### config.mk
export PLATFORM = sky130hd
export DESIGN_NAME = multdiv_stall_controller
export DESIGN_NICKNAME = d
export VERILOG_FILES = /design/src/rtl/proc_isa_pkg.sv /design/src/rtl/md_instr_decode.sv /design/src/rtl/multdiv_stall_controller.sv
export SDC_FILE = /design/constraint.sdc
export NUM_CORES = 1
export LEC_CHECK = 0
export ABC_AREA = 1
export ABC_CLOCK_PERIOD_IN_PS = 1600
export BUFFER_PORTS_ARGS = -buffer_cell sky130_fd_sc_hd__buf_2
export CELL_PAD_IN_SITES_DETAIL_PLACEMENT = 1
export CELL_PAD_IN_SITES_GLOBAL_PLACEMENT = 1
export CORE_ASPECT_RATIO = 0.5
export CORE_MARGIN = 3
export CORE_UTILIZATION = 29
export CTS_BUF_LIST = sky130_fd_sc_hd__clkbuf_8
export CTS_CLUSTER_SIZE = 25
export DETAILED_ROUTE_END_ITERATION = 8
export GPL_ROUTABILITY_DRIVEN = 1
export GPL_TIMING_DRIVEN = 1
export PLACE_DENSITY = 0.79
export RECOVER_POWER = 50
export SLEW_MARGIN = 20
export SYNTH_ARGS = -nofsm -noshare
export SYNTH_HDL_FRONTEND = slang
export SYNTH_SLANG_ARGS = --single-unit
### constraint.sdc
create_clock -name clock -period 1.6 [get_ports clock]
set_clock_uncertainty 0.05 [all_clocks]
set_input_delay 0 -clock clock [delete_from_list [all_inputs] [get_ports clock]]
set_output_delay 0 -clock clock [all_outputs]
set_load 0.1 [all_outputs]
### src/rtl/proc_isa_pkg.sv
// Shared ISA definitions for the 5-stage pipeline: opcode/ALU-op encodings,
// special registers, instruction field helpers and the multdiv sequencer states.
package proc_isa_pkg;

  localparam int unsigned INSTR_W = 32;
  localparam int unsigned OPC_W   = 5;
  localparam int unsigned ALUOP_W = 5;
  localparam int unsigned REG_W   = 5;

  localparam logic [OPC_W-1:0] OPC_RTYPE = 5'd0;
  localparam logic [OPC_W-1:0] OPC_BNE   = 5'd2;
  localparam logic [OPC_W-1:0] OPC_JAL   = 5'd3;
  localparam logic [OPC_W-1:0] OPC_JR    = 5'd4;
  localparam logic [OPC_W-1:0] OPC_ADDI  = 5'd5;
  localparam logic [OPC_W-1:0] OPC_BLT   = 5'd6;
  localparam logic [OPC_W-1:0] OPC_SW    = 5'd7;
  localparam logic [OPC_W-1:0] OPC_LW    = 5'd8;
  localparam logic [OPC_W-1:0] OPC_SETX  = 5'd21;
  localparam logic [OPC_W-1:0] OPC_BEX   = 5'd22;

  localparam logic [ALUOP_W-1:0] ALUOP_MUL = 5'd6;
  localparam logic [ALUOP_W-1:0] ALUOP_DIV = 5'd7;

  localparam logic [REG_W-1:0] REG_RSTATUS = 5'd30;
  localparam logic [REG_W-1:0] REG_RA      = 5'd31;

  typedef enum logic [1:0] {IDLE, BUSY, DONE} md_state_t;

  function automatic logic [OPC_W-1:0] instr_opcode(input logic [INSTR_W-1:0] instr);
    return instr[31:27];
  endfunction

  function automatic logic [ALUOP_W-1:0] instr_aluop(input logic [INSTR_W-1:0] instr);
    return instr[6:2];
  endfunction

  function automatic logic [REG_W-1:0] instr_rd(input logic [INSTR_W-1:0] instr);
    return instr[26:22];
  endfunction

endpackage

### src/rtl/md_instr_decode.sv
// Combinational mul/div recogniser for a 32-bit instruction word; shared
// between the multdiv sequencer and the hazard logic.
module md_instr_decode
  import proc_isa_pkg::*;
(
  input  logic [INSTR_W-1:0] instr,
  output logic               is_mul,
  output logic               is_div
);

  logic is_rtype;
  logic unused_bits;

  assign is_rtype    = (instr_opcode(instr) == OPC_RTYPE);
  assign is_mul      = is_rtype && (instr_aluop(instr) == ALUOP_MUL);
  assign is_div      = is_rtype && (instr_aluop(instr) == ALUOP_DIV);
  assign unused_bits = ^{instr[26:7], instr[1:0]};

endmodule

### src/rtl/multdiv_stall_controller.sv
// X-stage sequencer for the multi-cycle multdiv unit: freezes the front of the
// pipeline, launches the operation and hands the result/exception to XM.
module multdiv_stall_controller
  import proc_isa_pkg::*;
#(
  parameter int unsigned MAX_CYCLES = 34,
  parameter int unsigned EXC_MUL    = 4,
  parameter int unsigned EXC_DIV    = 5
) (
  input  logic                clock,
  input  logic                reset_n,
  input  logic [INSTR_W-1:0]  dx_instr,
  input  logic                dx_flush,
  input  logic [31:0]         alu_a_in,
  input  logic [31:0]         alu_b_in,
  input  logic                md_result_rdy,
  input  logic [31:0]         md_result,
  input  logic                md_exception,
  output logic                md_ctrl_mult,
  output logic                md_ctrl_div,
  output logic [31:0]         md_operand_a,
  output logic [31:0]         md_operand_b,
  output logic                stall,
  output logic                result_valid,
  output logic [31:0]         result_data,
  output logic                exc_valid,
  output logic [31:0]         exc_code
);

  localparam int unsigned CNT_W       = $clog2(MAX_CYCLES + 1);
  localparam logic [31:0] MUL_CODE    = 32'(EXC_MUL);
  localparam logic [31:0] DIV_CODE    = 32'(EXC_DIV);
  localparam logic [CNT_W-1:0] CNT_LAST = CNT_W'(MAX_CYCLES - 1);

  md_state_t        state;
  logic [CNT_W-1:0] cycle_cnt;
  logic             op_is_div;
  logic             is_mul;
  logic             is_div;
  logic             md_detect;
  logic [31:0]      op_code;

  md_instr_decode u_decode (
    .instr  (dx_instr),
    .is_mul (is_mul),
    .is_div (is_div)
  );

  assign md_detect = (is_mul || is_div) && !dx_flush;
  assign op_code   = op_is_div ? DIV_CODE : MUL_CODE;

  // Start pulses and stall must act in the detect cycle itself, so they are combinational.
  always_comb begin
    md_ctrl_mult = 1'b0;
    md_ctrl_div  = 1'b0;
    stall        = 1'b0;
    if (state == IDLE) begin
      md_ctrl_mult = is_mul && !dx_flush;
      md_ctrl_div  = is_div && !dx_flush;
      stall        = md_detect;
    end else if (state == BUSY) begin
      stall = 1'b1;
    end
  end

  // Sequencer state plus registered operands and XM-side result.
  always_ff @(posedge clock or negedge reset_n) begin
    if (!reset_n) begin
      state        <= IDLE;
      cycle_cnt    <= '0;
      op_is_div    <= 1'b0;
      md_operand_a <= '0;
      md_operand_b <= '0;
      result_valid <= 1'b0;
      result_data  <= '0;
      exc_valid    <= 1'b0;
      exc_code     <= '0;
    end else begin
      case (state)
        IDLE: begin
          if (md_detect) begin
            md_operand_a <= alu_a_in;
            md_operand_b <= alu_b_in;
            op_is_div    <= is_div;
            cycle_cnt    <= '0;
            state        <= BUSY;
          end
        end
        BUSY: begin
          cycle_cnt <= cycle_cnt + CNT_W'(1);
          if (md_result_rdy) begin
            result_valid <= 1'b1;
            result_data  <= md_result;
            exc_valid    <= md_exception;
            exc_code     <= md_exception ? op_code : 32'd0;
            state        <= DONE;
          end else if (cycle_cnt == CNT_LAST) begin
            // Timeout: abort with the operation's exception code and a zero result.
            result_valid <= 1'b1;
            result_data  <= '0;
            exc_valid    <= 1'b1;
            exc_code     <= op_code;
            state        <= DONE;
          end
        end
        DONE: begin
          result_valid <= 1'b0;
          exc_valid    <= 1'b0;
          exc_code     <= '0;
          state        <= IDLE;
        end
        default: state <= IDLE;
      endcase
    end
  end

endmodule
==> summary.txt, run 1 <==
Routing
  • Vias per cell: 4.92
  • DR vias: 5492
  • ANT nets after route: 0
  • Pre-antenna DRT Iters: 5
  • DR WL/cell: 20.1 um
  • Routed wire length: 22400 um
  • # DRC: 0
  • Initial DRC count: 287

Yosys
  • Post-Syn Area: 4850 um^2
  • Flop and latch count out of synthesis: 108
  • Ys Warns: 0
  • Post-synth ARST share: 1.00
  • Predominant post-synthesis flop cell: dfrtp_1
  • Post-synthesis sequential area ratio: 0.557
  • Number of flops mapped to enable cells by yosys: 0
  • Synth cell types: 21
  • Top-count cell post-synth: nand2_1
  • Top-area cell type share of the netlist area: 0.557
  • Syn Inst Count: 558
  • Ranking of synthesized cells by area: dfrtp_1, nand2_1, nand3_1
  • Top post-synthesis cells by count: nand2_1, nand3_1, dfrtp_1, inv_1, o21ai_0
  • Area leader, netlist: dfrtp_1
  • Post-synthesis area per instance: 8.70 um^2

Timing
  • RSZ-0062 raised after global routing: yes
  • Setup_tns: -7.31 ns
  • Max-slew headroom: 0.407
  • Fmax: 560 MHz
  • Tmin final: 1.79 ns
  • Slack of the critical path: -0.186 ns
  • Hold Violations, Final: 0
  • Crit share post-route: 1.12
  • Setup violations, final: 102
  • Worst-margin pin slew: 0.889 ns
  • Final hold slack: 0.120 ns
  • Max-slew violation count: 0

Global route
  • Vias in the first global route: 6038
  • Overall routing resource usage: 0.223
  • Total gr overflow: 0
  • First-pass GRT wire length: 32500 um
  • Initial antenna violation count: 1
  • Largest net degree at the start of global routing: 36

Die
  • Die Wd: 189 um
  • IO Pins: 266
  • Num rows: 32
  • Starting density of the core: 0.305
  • Chip height: 97.5 um
  • Die area: 18400 um^2
  • Core area: 15900 um^2

Pwr
  • Pwr/cell area: 1210 nW/um^2
  • Peak VDD IR: 1160 uV
  • Leakage: 4.36 nW

CTS
  • CTS Buffer Depth: 2
  • CTS sink cnt: 108
  • Clk slew on worst S/H paths: 0.12 ns
  • # H-tree levels: 3
  • Root buffer cell: clkbuf_8
  • Num CTS Buffers: 9
  • CTS tree: done
  • Clock Latency Late Sink: 0.41 ns

Cells and area
  • Layout area overhead: 61.7%
  • Share of layout cells above drive strength 1: 0.334
  • # nets final: 1028
  • Layout Utilization: 0.494

Setup path
  • Crit Path Class: reg -> out
  • Required @ worst endpoint: 1.55 ns
  • CP Capture Type: primary output
  • CP max FO: 3
  • Startpoint Class: flip-flop
  • CP arrival: 1.74 ns

Outcome
  • Outcome: complete, but fails checks
  • Failing checks: negative setup slack

Hold path
  • Hold crit path type: in -> reg

Placement
  • Gpl congestion: 0.765
  • Detail Placement HPWL: 11400 um
  • PortBufs: 213

Job
  • MaxCap Viol Count: 0
[worst paths after layout]
path | to | cells past startpoint | slack [ns] | startpoint
worst min register to register | md_operand_a[0]$_DFFE_PN0P_ | 2 | 0.47 | md_operand_a[0]$_DFFE_PN0P_
max in group asynchronous | md_operand_b[28]$_DFFE_PN0P_ | 3 | 0.24 | reset_n
worst max register to register | md_operand_a[30]$_DFFE_PN0P_ | 7 | -0.15 | state[1]$_DFFE_PN0P_
min in group asynchronous | result_data[30]$_DFFE_PN0P_ | 2 | 0.23 | reset_n
worst max-delay path | stall | 6 | -0.19 | state[1]$_DFFE_PN0P_
worst min-delay path | state[0]$_DFFE_PN0P_ | 5 | 0.12 | md_result_rdy
[report_power, final]
group          internal (mW)  switching, mW  total, mW
sequential              3.07          0.216       3.29
clock                  0.773           1.10       1.88
combinational          0.724           3.59       4.32
[final cells by class]
cell class,instances,area [um^2]
clock buffers,9,124
inverters,49,191
diodes,1,2.50
repair buffers,355,2660
multi-input cells,366,1800
well taps,221,277
clock inverters,7,90.1
flip-flops and latches,108,2700
fillers,1898,8050
[cells in the final DEF, fill, tap and decap left out, types with 2 or more instances in the layout]
| cell | n |
|---|---|
| buf_12 | 17 |
| buf_2 | 209 |
| buf_4 | 20 |
| buf_6 | 4 |
| clkbuf_4 | 3 |
| clkbuf_8 | 9 |
| clkinvlp_4 | 2 |
| conb_1 | 30 |
| dfrtp_1 | 107 |
| dlygate4sd3_1 | 99 |
| ha_1 | 4 |
| ha_4 | 2 |
| inv_1 | 43 |
| inv_2 | 4 |
| inv_6 | 2 |
| inv_8 | 3 |
| nand2_1 | 153 |
| nand3_1 | 101 |
| nand3_2 | 8 |
| nand3_4 | 2 |
| nand4_1 | 9 |
| nor2_1 | 12 |
| o21ai_0 | 6 |
| o21ai_1 | 28 |
| xor2_1 | 3 |
[kinds of logic (layout without fill, tap and decap cells)]
logic type	count (synthesis)	in the layout	share of synthesized area
and+or+nand+nor	292	292	0.265
DFF	108	108	0.557
xor gates and xnor gates	3	3	0.00541
adders and majority gates	6	6	0.0155
other	1	31	0.000773
buffers and inverters	113	420	0.120
AOI/OAI and AO/OA	35	35	0.0361
[state kept, by name (all words and copies together) (netlist names)]
register	flops
cycle_cnt	6
state	2
md_operand_b	32
exc_code	2
op_is_div	1
result_valid	1
md_operand_a	32
result_data	32
[worst max-delay path, stage by stage (launching register included)]
cell     delay (ns)
dfrtp_1        0.42
inv_2          0.14
ha_4           0.18
inv_2          0.07
or2_4          0.28
nand3_4        0.09
buf_12         0.17
[metal layers]
| layer | wire (um) | vias to the layer above | track usage |
|---|---|---|---|
| li1 | - | 2384 | - |
| met1 | 8090 | 2732 | 0.231 |
| met2 | 11800 | 283 | 0.427 |
| met3 | 1280 | 93 | 0.0461 |
| met4 | 1190 | 0 | 0.108 |
| met5 | 0 | - | 0 |
[stage by stage]
stage                     std cells  worst slack [ns]  total power [mW]  cell area, um^2
after floorplan                 587           -0.0478              6.60             4980
after global placement          983            0.0448              7.25             6330
after detailed placement        983           -0.0408              7.30             6330
after CTS                      1107            -0.121              9.39             7710
after global routing           1116            -0.237              9.84             7850
final                          1116            -0.186              9.48             7850
[timing repair]
item / in CTS / in global routing
resized for setup: 16 / 52
hold buffers: 99 / 0
pin swaps: 3 / 12
cloned: 2 / 0
endpoints found under the hold margin: 206 / 0
setup buffers: 8 / 8
setup endpoints to repair: 68 / 110
No activity file was read; power rests on OpenSTA's default activity.
==> run 2, diff against run 1 <==
--- a/config.mk
+++ b/config.mk
@@ -21,5 +21,5 @@
 export PLACE_DENSITY = 0.79
 export RECOVER_POWER = 50
-export SLEW_MARGIN = 20
+export SLEW_MARGIN = 10
 export SYNTH_ARGS = -nofsm -noshare
 export SYNTH_HDL_FRONTEND = slang
==> constraint.sdc (replaced) <==
create_clock -name clock -period 1.6 [get_ports clock]
set_clock_uncertainty 0.05 [all_clocks]
set_input_delay 0.08 -clock clock [delete_from_list [all_inputs] [get_ports clock]]
set_output_delay 0.08 -clock clock [all_outputs]
set_load 0.1 [all_outputs]
==> run 2 against run 1 <==
The flow still finishes with violations (negative setup slack). Register-to-register slack got worse by 0.02 ns. Worst hold slack got worse by 0.015 ns. Die area unchanged. First-iteration DRC count increased by 21%. Total power decreased by 0.16%. Flip-flop and latch count unchanged. Largest power group unchanged.
==> summary.txt, run 2 (synthesis results as in run 1) <==
CTS
  • Root buffer cell: clkbuf_8
  • Clock Latency Late Sink: 0.41 ns (about the same)
  • CTS sink cnt: 108 (unchanged)
  • CTS Buffer Depth: 2 (unchanged)
  • CTS tree: done
  • Num CTS Buffers: 9 (unchanged)
  • Clk slew on worst S/H paths: 0.12 ns (about the same)
  • # H-tree levels: 3 (unchanged)

Timing
  • Tmin final: 1.89 ns (+0.102 ns)
  • Crit share post-route: 1.18 (+0.0640)
  • Worst-margin pin slew: 0.876 ns (-0.0129 ns)
  • Hold Violations, Final: 0 (unchanged)
  • Setup_tns: -9.92 ns (-2.61 ns)
  • Slack of the critical path: -0.288 ns (-0.102 ns)
  • Max-slew headroom: 0.416 (+0.00859)
  • Fmax: 530 MHz (-5.4%)
  • Max-slew violation count: 0 (unchanged)
  • RSZ-0062 raised after global routing: yes
  • Setup violations, final: 109 (+6.9%)

Hold path
  • Hold crit path type: in -> reg

Global route
  • Vias in the first global route: 5863 (-2.9%)
  • Overall routing resource usage: 0.218 (-0.00478)
  • Initial antenna violation count: 3 (+2)
  • Total gr overflow: 0 (unchanged)
  • Most Used Layer, Global Route: met2
  • Largest net degree at the start of global routing: 53 (+47%)
  • Grt met3 use: 0.0476 (+0.00144)
  • Met2 Usage GRT: 0.417 (-0.00972)
  • GRT met1 Usage: 0.227 (-0.00398)
  • First-pass GRT wire length: 31600 um (-2.7%)

Cells and area
  • Final instance area: 8500 um^2 (+8.4%)
  • Most common cell after layout, fill and taps aside: buf_2
  • Layout Utilization: 0.535 (+0.0414)
  • Largest registers: md_operand_a (32), md_operand_b (32), result_data (32)
  • Layout area overhead: 75.2%
  • Fill count: 1811 (-4.6%)
  • Commonest non-fill, non-tap cells in the layout: buf_2, dfrtp_1, nand3_1
  • # nets final: 1034 (+0.58%)
  • Share of layout cells above drive strength 1: 0.467 (+0.132)

Routing
  • # DRC: 0 (unchanged)
  • Pre-antenna DRT Iters: 4 (-1)
  • ANT nets after route: 0 (unchanged)
  • DR vias: 5585 (+1.7%)
  • Vias per cell: 4.96 (+0.88%)
  • DR WL/cell: 22.1 um (+10%)
  • Initial DRC count: 346 (+21%)
  • Routed wire length: 24900 um (+11%)

Pwr
  • Peak VDD IR: 1060 uV (-8.7%)
  • Leakage: 4.76 nW (+9.2%)
  • Final Power: 9.46 mW (-0.16%)
  • Pwr/cell area: 1110 nW/um^2 (-7.9%)

Die
  • Die Wd: 189 um (unchanged)
  • Num rows: 32 (unchanged)
  • Chip height: 97.5 um (unchanged)
  • Starting density of the core: 0.305 (unchanged)
  • IO Pins: 266 (unchanged)
  • Die area: 18400 um^2 (unchanged)
  • Core area: 15900 um^2 (unchanged)

Setup path
  • Startpoint Class: flip-flop
  • CP Capture Type: primary output
  • Required @ worst endpoint: 1.47 ns (-0.08 ns)
  • CP arrival: 1.76 ns (+0.02 ns)
  • CP max FO: 5 (+2)
  • Crit Path Class: reg -> out

Outcome
  • Failing checks: negative setup slack
  • Outcome: complete, but fails checks

Placement
  • Gpl congestion: 0.746 (-2.5%)
  • PortBufs: 213 (unchanged)
  • Detail Placement HPWL: 11200 um (-2.0%)
  • Placed inst area: 6280 um^2 (-0.75%)

Job
  • MaxCap Viol Count: 0 (unchanged)
[run 2: critical path, cell delays in order, from the launching register on]
cell and delay, ns:
dfrtp_1 0.42, inv_2 0.15, ha_4 0.21, nand4_4 0.13
buf_8 0.17, nand3_4 0.09, buf_12 0.18
[run 2: final cells by class]
class	instances	area, um^2	area share
multi-input cells	367	2340	0.275
inverters	49	191	0.0225
well taps	221	277	0.0325
repair buffers	360	2810	0.330
diodes	4	10.0	0.00118
clock buffers	9	124	0.0146
flip-flops and latches	108	2700	0.318
clock inverters	7	51.3	0.00603
[run 2: what timing repair did]
item,CTS,global route
gates resized for setup,17,212
pin swaps,2,22
gates cloned,2,11
endpoints found under the hold margin,204,0
buffers inserted,10,7
hold buffers,97,0
setup endpoints to repair,63,109
[run 2: worst paths after layout]
kind,cells after the start,slack (ns),to,startpoint
worst min register to register,2,0.46,exc_code[0]$_DFFE_PN0P_,exc_code[0]$_DFFE_PN0P_
worst max register to register,9,-0.17,md_operand_b[31]$_DFFE_PN0P_,state[1]$_DFFE_PN0P_
min in group asynchronous,2,0.25,result_data[27]$_DFFE_PN0P_,reset_n
max in group asynchronous,3,0.21,md_operand_b[16]$_DFFE_PN0P_,reset_n
worst max-delay path,6,-0.29,stall,state[1]$_DFFE_PN0P_
worst min-delay path,5,0.11,state[0]$_DFFE_PN0P_,md_result_rdy
[run 2: per-stage QoR]
| stage | hold WS, ns | std cells | setup WS, ns |
|---|---|---|---|
| 3_3_place_gp | -0.0887 | 980 | 0.0295 |
| 4_1_cts | 0.0213 | 1105 | -0.196 |
| 5_1_grt | 0.119 | 1124 | -0.357 |
| 3_5_place_dp | -0.0883 | 980 | -0.0499 |
| 6_report | 0.105 | 1125 | -0.288 |
| 2_1_floorplan | -0.266 | 587 | -0.0478 |
[run 2: metal layers]
| layer | part of all wire | wire (um) |
|---|---|---|
| met5 | 0 | 0 |
| met4 | 0.051 | 1280 |
| met3 | 0.055 | 1370 |
| met2 | 0.53 | 13200 |
| met1 | 0.36 | 9060 |
[run 2: power by group]
part	internal [mW]	leakage, nW	switching (mW)
registers	3.07	1.48	0.230
clock network	0.573	0.0797	1.05
logic	0.823	3.20	3.72
